--- src/rtl/crypt_rom_arbiter.sv ---
// Time-multiplexes one synchronous ROM port: even cycles serve the opcode decryptor, odd cycles a download write
// or (when CRYPT_ROM_ARBITER_AUXRD_EN is defined) an auxiliary read.
module crypt_rom_arbiter (
    input  logic        clk,
    input  logic        reset,
    input  logic [14:0] crypt_addr,
    output logic [7:0]  crypt_data,
    input  logic        dl_active,
    input  logic        dl_wr,
    input  logic [14:0] dl_addr,
    input  logic [7:0]  dl_data,
    output logic        dl_ready,
    input  logic        rd_req,
    input  logic [14:0] rd_addr,
    output logic [7:0]  rd_data,
    output logic        rd_ack,
    output logic [14:0] rom_addr,
    output logic        rom_we,
    output logic [7:0]  rom_din,
    input  logic [7:0]  rom_dout,
    output logic        cpu_hold
);

    typedef enum logic [1:0] {
        IDLE     = 2'd0,
        WR_PEND  = 2'd1,
        RD_ISSUE = 2'd2,
        RD_CAPT  = 2'd3
    } state_t;

    state_t      state_q;
    logic        phase_q;
    logic [7:0]  crypt_data_q;
    logic [14:0] wr_addr_q;
    logic [7:0]  wr_data_q;
    logic        cpu_hold_q;
    logic        wr_slot;
    logic [14:0] rom_addr_d;
    logic        rom_we_d;

`ifdef CRYPT_ROM_ARBITER_AUXRD_EN
    logic [7:0]  rd_data_q;
    logic        rd_ack_q;
`else
    logic        unused_rd;
    assign unused_rd = ^{rd_req, rd_addr};
`endif

    // Gating with reset keeps a write that is pending at reset from reaching the ROM.
    assign wr_slot = phase_q && (state_q == WR_PEND) && !reset;

    always_comb begin
        rom_addr_d = crypt_addr;
        rom_we_d   = 1'b0;
        if (wr_slot) begin
            rom_addr_d = wr_addr_q;
            rom_we_d   = 1'b1;
        end
`ifdef CRYPT_ROM_ARBITER_AUXRD_EN
        else if (phase_q && (state_q == RD_ISSUE)) begin
            rom_addr_d = rd_addr;
        end
`endif
    end

    always_ff @(posedge clk) begin
        if (reset) begin
            phase_q      <= 1'b0;
            state_q      <= IDLE;
            crypt_data_q <= 8'h00;
            wr_addr_q    <= 15'h0000;
            wr_data_q    <= 8'h00;
            cpu_hold_q   <= 1'b0;
`ifdef CRYPT_ROM_ARBITER_AUXRD_EN
            rd_data_q    <= 8'h00;
            rd_ack_q     <= 1'b0;
`endif
        end else begin
            phase_q    <= ~phase_q;
            cpu_hold_q <= dl_active | (state_q == WR_PEND);
            // rom_dout in a secondary-slot cycle is the byte addressed in the preceding crypt slot.
            if (phase_q) begin
                crypt_data_q <= rom_dout;
            end
`ifdef CRYPT_ROM_ARBITER_AUXRD_EN
            rd_ack_q <= 1'b0;
`endif
            case (state_q)
                IDLE: begin
                    if (dl_wr) begin
                        wr_addr_q <= dl_addr;
                        wr_data_q <= dl_data;
                        state_q   <= WR_PEND;
                    end
`ifdef CRYPT_ROM_ARBITER_AUXRD_EN
                    else if (rd_req && !dl_active) begin
                        state_q <= RD_ISSUE;
                    end
`endif
                end
                WR_PEND: begin
                    if (phase_q) begin
                        state_q <= IDLE;
                    end
                end
`ifdef CRYPT_ROM_ARBITER_AUXRD_EN
                RD_ISSUE: begin
                    if (phase_q) begin
                        state_q <= RD_CAPT;
                    end
                end
                RD_CAPT: begin
                    rd_data_q <= rom_dout;
                    rd_ack_q  <= 1'b1;
                    state_q   <= IDLE;
                end
`endif
                default: begin
                    state_q <= IDLE;
                end
            endcase
        end
    end

    assign crypt_data = crypt_data_q;
    assign dl_ready   = (state_q == IDLE);
    assign cpu_hold   = cpu_hold_q;
    assign rom_addr   = rom_addr_d;
    assign rom_we     = rom_we_d;
    assign rom_din    = wr_data_q;

`ifdef CRYPT_ROM_ARBITER_AUXRD_EN
    assign rd_data = rd_data_q;
    assign rd_ack  = rd_ack_q;
`else
    assign rd_data = 8'h00;
    assign rd_ack  = 1'b0;
`endif

endmodule
--- config.mk ---
export PLATFORM = sky130hd
export DESIGN_NAME = crypt_rom_arbiter
export DESIGN_NICKNAME = d
export VERILOG_FILES = /design/src/rtl/crypt_rom_arbiter.sv
export SDC_FILE = /design/constraint.sdc
export NUM_CORES = 1
export LEC_CHECK = 0
export BUFFER_PORTS_ARGS = -buffer_cell sky130_fd_sc_hd__clkbuf_2
export CAP_MARGIN = 10
export CORE_AREA = 2 2 62 64
export CTS_CLUSTER_SIZE = 8
export DETAILED_ROUTE_END_ITERATION = 8
export DIE_AREA = 0 0 64 66
export MAX_ROUTING_LAYER = met4
export PLACE_DENSITY = 0.9
export SLEW_MARGIN = 20
export SYNTH_ARGS = -nofsm -noshare
export SYNTH_HDL_FRONTEND = slang
export SYNTH_SLANG_ARGS = --single-unit
--- constraint.sdc ---
create_clock -name clk -period 3.1 [get_ports clk]
set_clock_uncertainty 0.05 [all_clocks]
set_input_delay 0.62 -clock clk [delete_from_list [all_inputs] [get_ports clk]]
set_output_delay 0.62 -clock clk [all_outputs]
set_load 0.02 [all_outputs]
Yosys cells after proc, flatten, opt, wreduce, memory -nomap -nowiden
Cells that the tools add are included.
- register bits: 35
- logic and storage cells: 22
- equality and inequality tests: 3
- mux-type cells: 5
- bitwise operators: 2
- reductions and logical operators: 6
- operator list (operator ; count):
    two-way mux 15 bit ; 1
    two-way mux 2 bit ; 2
    != test 2 bit, second input constant ; 2
    case mux 2 bit (2 select lines) ; 1
    AND reduction 2 bit ; 2
    equality test 2 x 1 -> 1 bit, second input constant ; 1
    logical AND 1 bit ; 2
    zero test 2 bit ; 1
    zero test 1 bit ; 1
    two-way mux 1 bit ; 1
    inverter 1 bit ; 1
    OR 1 bit ; 1

Depth between registers and ports, before layout
- word-level depth: 4
- mapped depth: 5

Least setup slack after synthesis
Ideal clock, no wire load.
- kind: in2out
- start point: in reset
- end point: out rom_addr[1]
- arrival time: 1.419 ns
- data required time: 2.430 ns
- setup slack: 1.011 ns
- stages on the path: 4
- path through: buf_6 -> nand3b_4 -> buf_6 -> mux2_4
- cells in the longest elaborated chain, start to end: 3
- RTL lines (element ; line ; text):
    start, declared ; 5 ; input logic reset,
    zero test 1 bit ; 50 ; assign wr_slot = phase_q && (state_q == WR_PEND) && !reset;
    logical AND 1 bit ; 50 ;
    two-way mux 15 bit ; 55 ; if (wr_slot) begin
    end, declared ; 17 ; output logic [14:0] rom_addr,
Every way passes these cells.

Worst setup path in the final report
- start point: reg state_q[0]
- end point: out rom_addr[4]
- cells in the longest elaborated chain, start to end: 4
- RTL lines (element ; line ; text):
    start, declared ; 31 ; state_t state_q;
    start signal, assigned ; 69 ; state_q <= IDLE;
    start signal, assigned ; 93 ; state_q <= WR_PEND;
    start signal, assigned ; 103 ; state_q <= IDLE;
    equality test 2 x 1 -> 1 bit ; 50 ;
    logical AND 1 bit (2 in series) ; 50 ;
    two-way mux 15 bit ; 55 ;
Every way passes these cells.

==> metrics.md <==
| Metric | Value |
|---|---|
| Result of the run | `complete, no violations` |
| Stage delay of the slowest cell on the critical path | `0.48 ns` |
| Maximum number of pins on one net before global-route repair | `35` |
| Max-slew headroom at the worst pin | `41.7%` |
| Crit path max-delay cell type | `dfxtp_1` |
| Worst Hold Margin | `0.407 ns` |
| Mapped Cells | `165` |
| DRT antenna net count | `0` |
| Final worst setup slack | `0.780 ns` |
| Proportion of layout cells with a drive suffix above 1 | `44.7%` |
| Dominant delay contributor by cell family on the critical path | `flip-flops` |
| Maximum level of the CTS H-tree | `2` |
| Busiest metal layer after global routing | `met2` |
| Commonest non-fill, non-tap cells in the layout | `83 x clkbuf_2, 46 x nand2_1, 34 x dfxtp_1` |
| Total via count after detailed routing | `1310` |
| Placed cell areas | `0.00187 mm^2` |
| Number of buffers inserted by port buffering | `83` |
| Minimum clock period | `2.32 ns` |
| Finished Cell Area | `0.00195 mm^2` |
| Number of different library cells in the post-synthesis netlist | `17` |
| Signal arrival time at the worst endpoint | `1.65 ns` |
| Startpoint-to-endpoint class of the critical path | `reg2out` |
| Syn_area_per_cell | `9.05 um^2` |
| Last weighted congestion value of the routability-driven placer | `0.628` |
| Post-layout utilization of the core | `55.0%` |
| Top cells by area in the synthesized netlist | `dfxtp_1 46%, nand2_1 12%, mux2_4 9.1%` |
| Hold violation count in the final report | `0` |
| Routed length per placed instance | `10.4 um` |
| GRT Resource Usage Total | `15.3%` |
| Final critical-path share of the clock period | `74.8%` |
| Number of endpoints failing setup at the final stage | `0` |
| Net count, final | `311` |
| Worst VDD drop | `0.293 mV` |
| Synth warnings | `0` |
| Maximum count of clock buffers along a single path | `2` |
| Most common cell after layout, fill and taps aside | `clkbuf_2` |
| Clock buffers created by TritonCTS | `5` |
| HP Class | `reg2reg` |
| Quantity of hold-fixing buffers added after cts | `0` |
| Reported leakage power | `1.01 nW` |
| Total of fill cells in the finished design | `349` |
| Number of violations reported at the end of detailed-routing iteration 0 | `23` |
| Antenna violations before repair | `0` |
| Final number of max-transition violations | `0` |
| Count of buffers added by post-CTS timing repair for setup | `0` |
| Data required time at the worst endpoint | `2.43 ns` |
| Slew at the pin closest to its max-slew limit | `0.875 ns` |
| Global-route track usage on met1 | `14.9%` |
| Maximum fanout along the worst path | `16` |
| Grt met2 use | `28.6%` |
| Maximum capacitance violations | `0` |
| Achievable Freq | `431 MHz` |
| Post-Synthesis Cell Area | `0.00149 mm^2` |
| Type of origin of the critical path | `flop` |
| Y dimension of the die | `66 um` |
| Routed wire length | `3.04 mm` |
| Number of synthesized register bits | `34` |
| Pre-CTS WS | `0.833 ns` |
| # DRC | `0` |
| Share of the synthesized area in the top cell type | `45.6%` |
| Number of detailed-routing iterations run before antenna repair | `6` |
| Clock tree from TritonCTS | `done` |
| Width of the die | `64 um` |
| Number of rows created at floorplan | `22` |
| Seq/Total Area, Yosys | `45.6%` |
| CP endpoint kind | `primary output` |
| Average via count per standard cell | `4.46` |
| Number of diodes added for antenna fixing | `0` |
| Critical path, cell by cell | `nand3b_4 > mux2_4 > clkbuf_2` |
| # IOs | `109` |
| Met3 layer usage reported by global route | `5.45%` |
| Aggregate negative setup slack | `0 ns` |
| Power Dens Cells | `504 mW/mm^2` |
| Detailed-placement wirelength estimate | `2.27 mm` |
| Floorplan core area | `0.00355 mm^2` |
| Grt ovf | `0` |
| Critical path buffer and inverter count | `1` |
| Number of global-route vias before repair | `1179` |
| Biggest area consumer among synthesized cells | `dfxtp_1` |
| Clock transition at path regs | `0.12 ns` |
| Starting utilization of the core area | `42.0%` |
| CTS-repair resized insts | `0` |
| Root buffer cell | `clkbuf_4` |
| Insertion delay of the later-clocked pin in the worst-skew pair | `0.34 ns` |
| Setup repair after global routing missed its margin | `no` |
| Die area | `0.00422 mm^2` |
| First-pass GRT wire length | `4.84 mm` |
| Sink Count | `34` |
| Growth of design area from synthesis to finish | `30.9%` |
[layout make-up]
| class | instances | area, um^2 | area share [%] |
|---|---|---|---|
| clock buffers | 5 | 37.5 | 1.92 |
| well taps | 48 | 60.1 | 3.07 |
| multi-input cells | 117 | 693 | 35.5 |
| inverters | 2 | 7.51 | 0.384 |
| repair buffers | 85 | 430 | 22.0 |
| flip-flops and latches | 34 | 681 | 34.8 |
| clock inverters | 3 | 45.0 | 2.30 |
[worst min-delay path, cell delays in order, from the launching register on]
cell and delay (ns):
dfxtp_1 0.32, nand2_1 0.05, a21oi_1 0.05
[synth_stat cells]
cell      count
or2b_1        1
nand2_1      46
buf_4         9
nor2b_1       1
mux2_2        6
mux2_4        9
inv_1         2
conb_1        1
buf_2         4
clkbuf_1      3
mux2i_1       8
nand3b_4      1
dfxtp_1      34
buf_6         4
nor2_1       11
a21oi_1      24
nand2b_1      1
[metal layers]
metal	vias to the layer above	share of wire (%)
li1	675	-
met1	579	40
met2	54	51
met3	2	8.2
met4	0	0.89
met5	-	0
[path summary, 6_finish.rpt]
path                       from       endpoint  slack [ns]  cells after the start
hold / removal    wr_addr_q[10]  wr_addr_q[10]        0.41                      2
setup / recovery     state_q[0]    rom_addr[4]        0.78                      3
setup reg to reg     state_q[0]     rom_din[3]        1.46                      3
hold reg to reg   wr_addr_q[10]  wr_addr_q[10]        0.41                      2
[where the power goes]
part	switching (mW)	total [mW]	leakage [nW]	internal, mW
Combinational	0.106	0.184	0.696	0.0780
Clock	0.153	0.323	0.0374	0.169
Sequential	0.0142	0.478	0.280	0.464
[state kept, by name (all words and copies together) (netlist names)]
name / cells
phase_q: 1
wr_addr_q: 15
cpu_hold: 1
crypt_data: 8
rom_din: 8
state_q: 1
[cell families (layout without fill, tap and decap cells)]
group,count (synthesis),after routing,synth area share [%]
muxes,23,23,18.9
DFF,34,34,45.6
other,1,9,0.251
AOI/OAI and AO/OA,24,24,8.05
and+or+nand+nor,61,61,17.0
buffers and inverters,22,95,10.1
[metrics by stage]
stage | total power, mW | std cells
2_1_floorplan | 0.621 | 173
3_3_place_gp | 0.671 | 286
3_5_place_dp | 0.675 | 286
4_1_cts | 1.00 | 294
5_1_grt | 1.03 | 294
6_report | 0.985 | 294
Note: power is estimated with default switching activity, not from simulation.
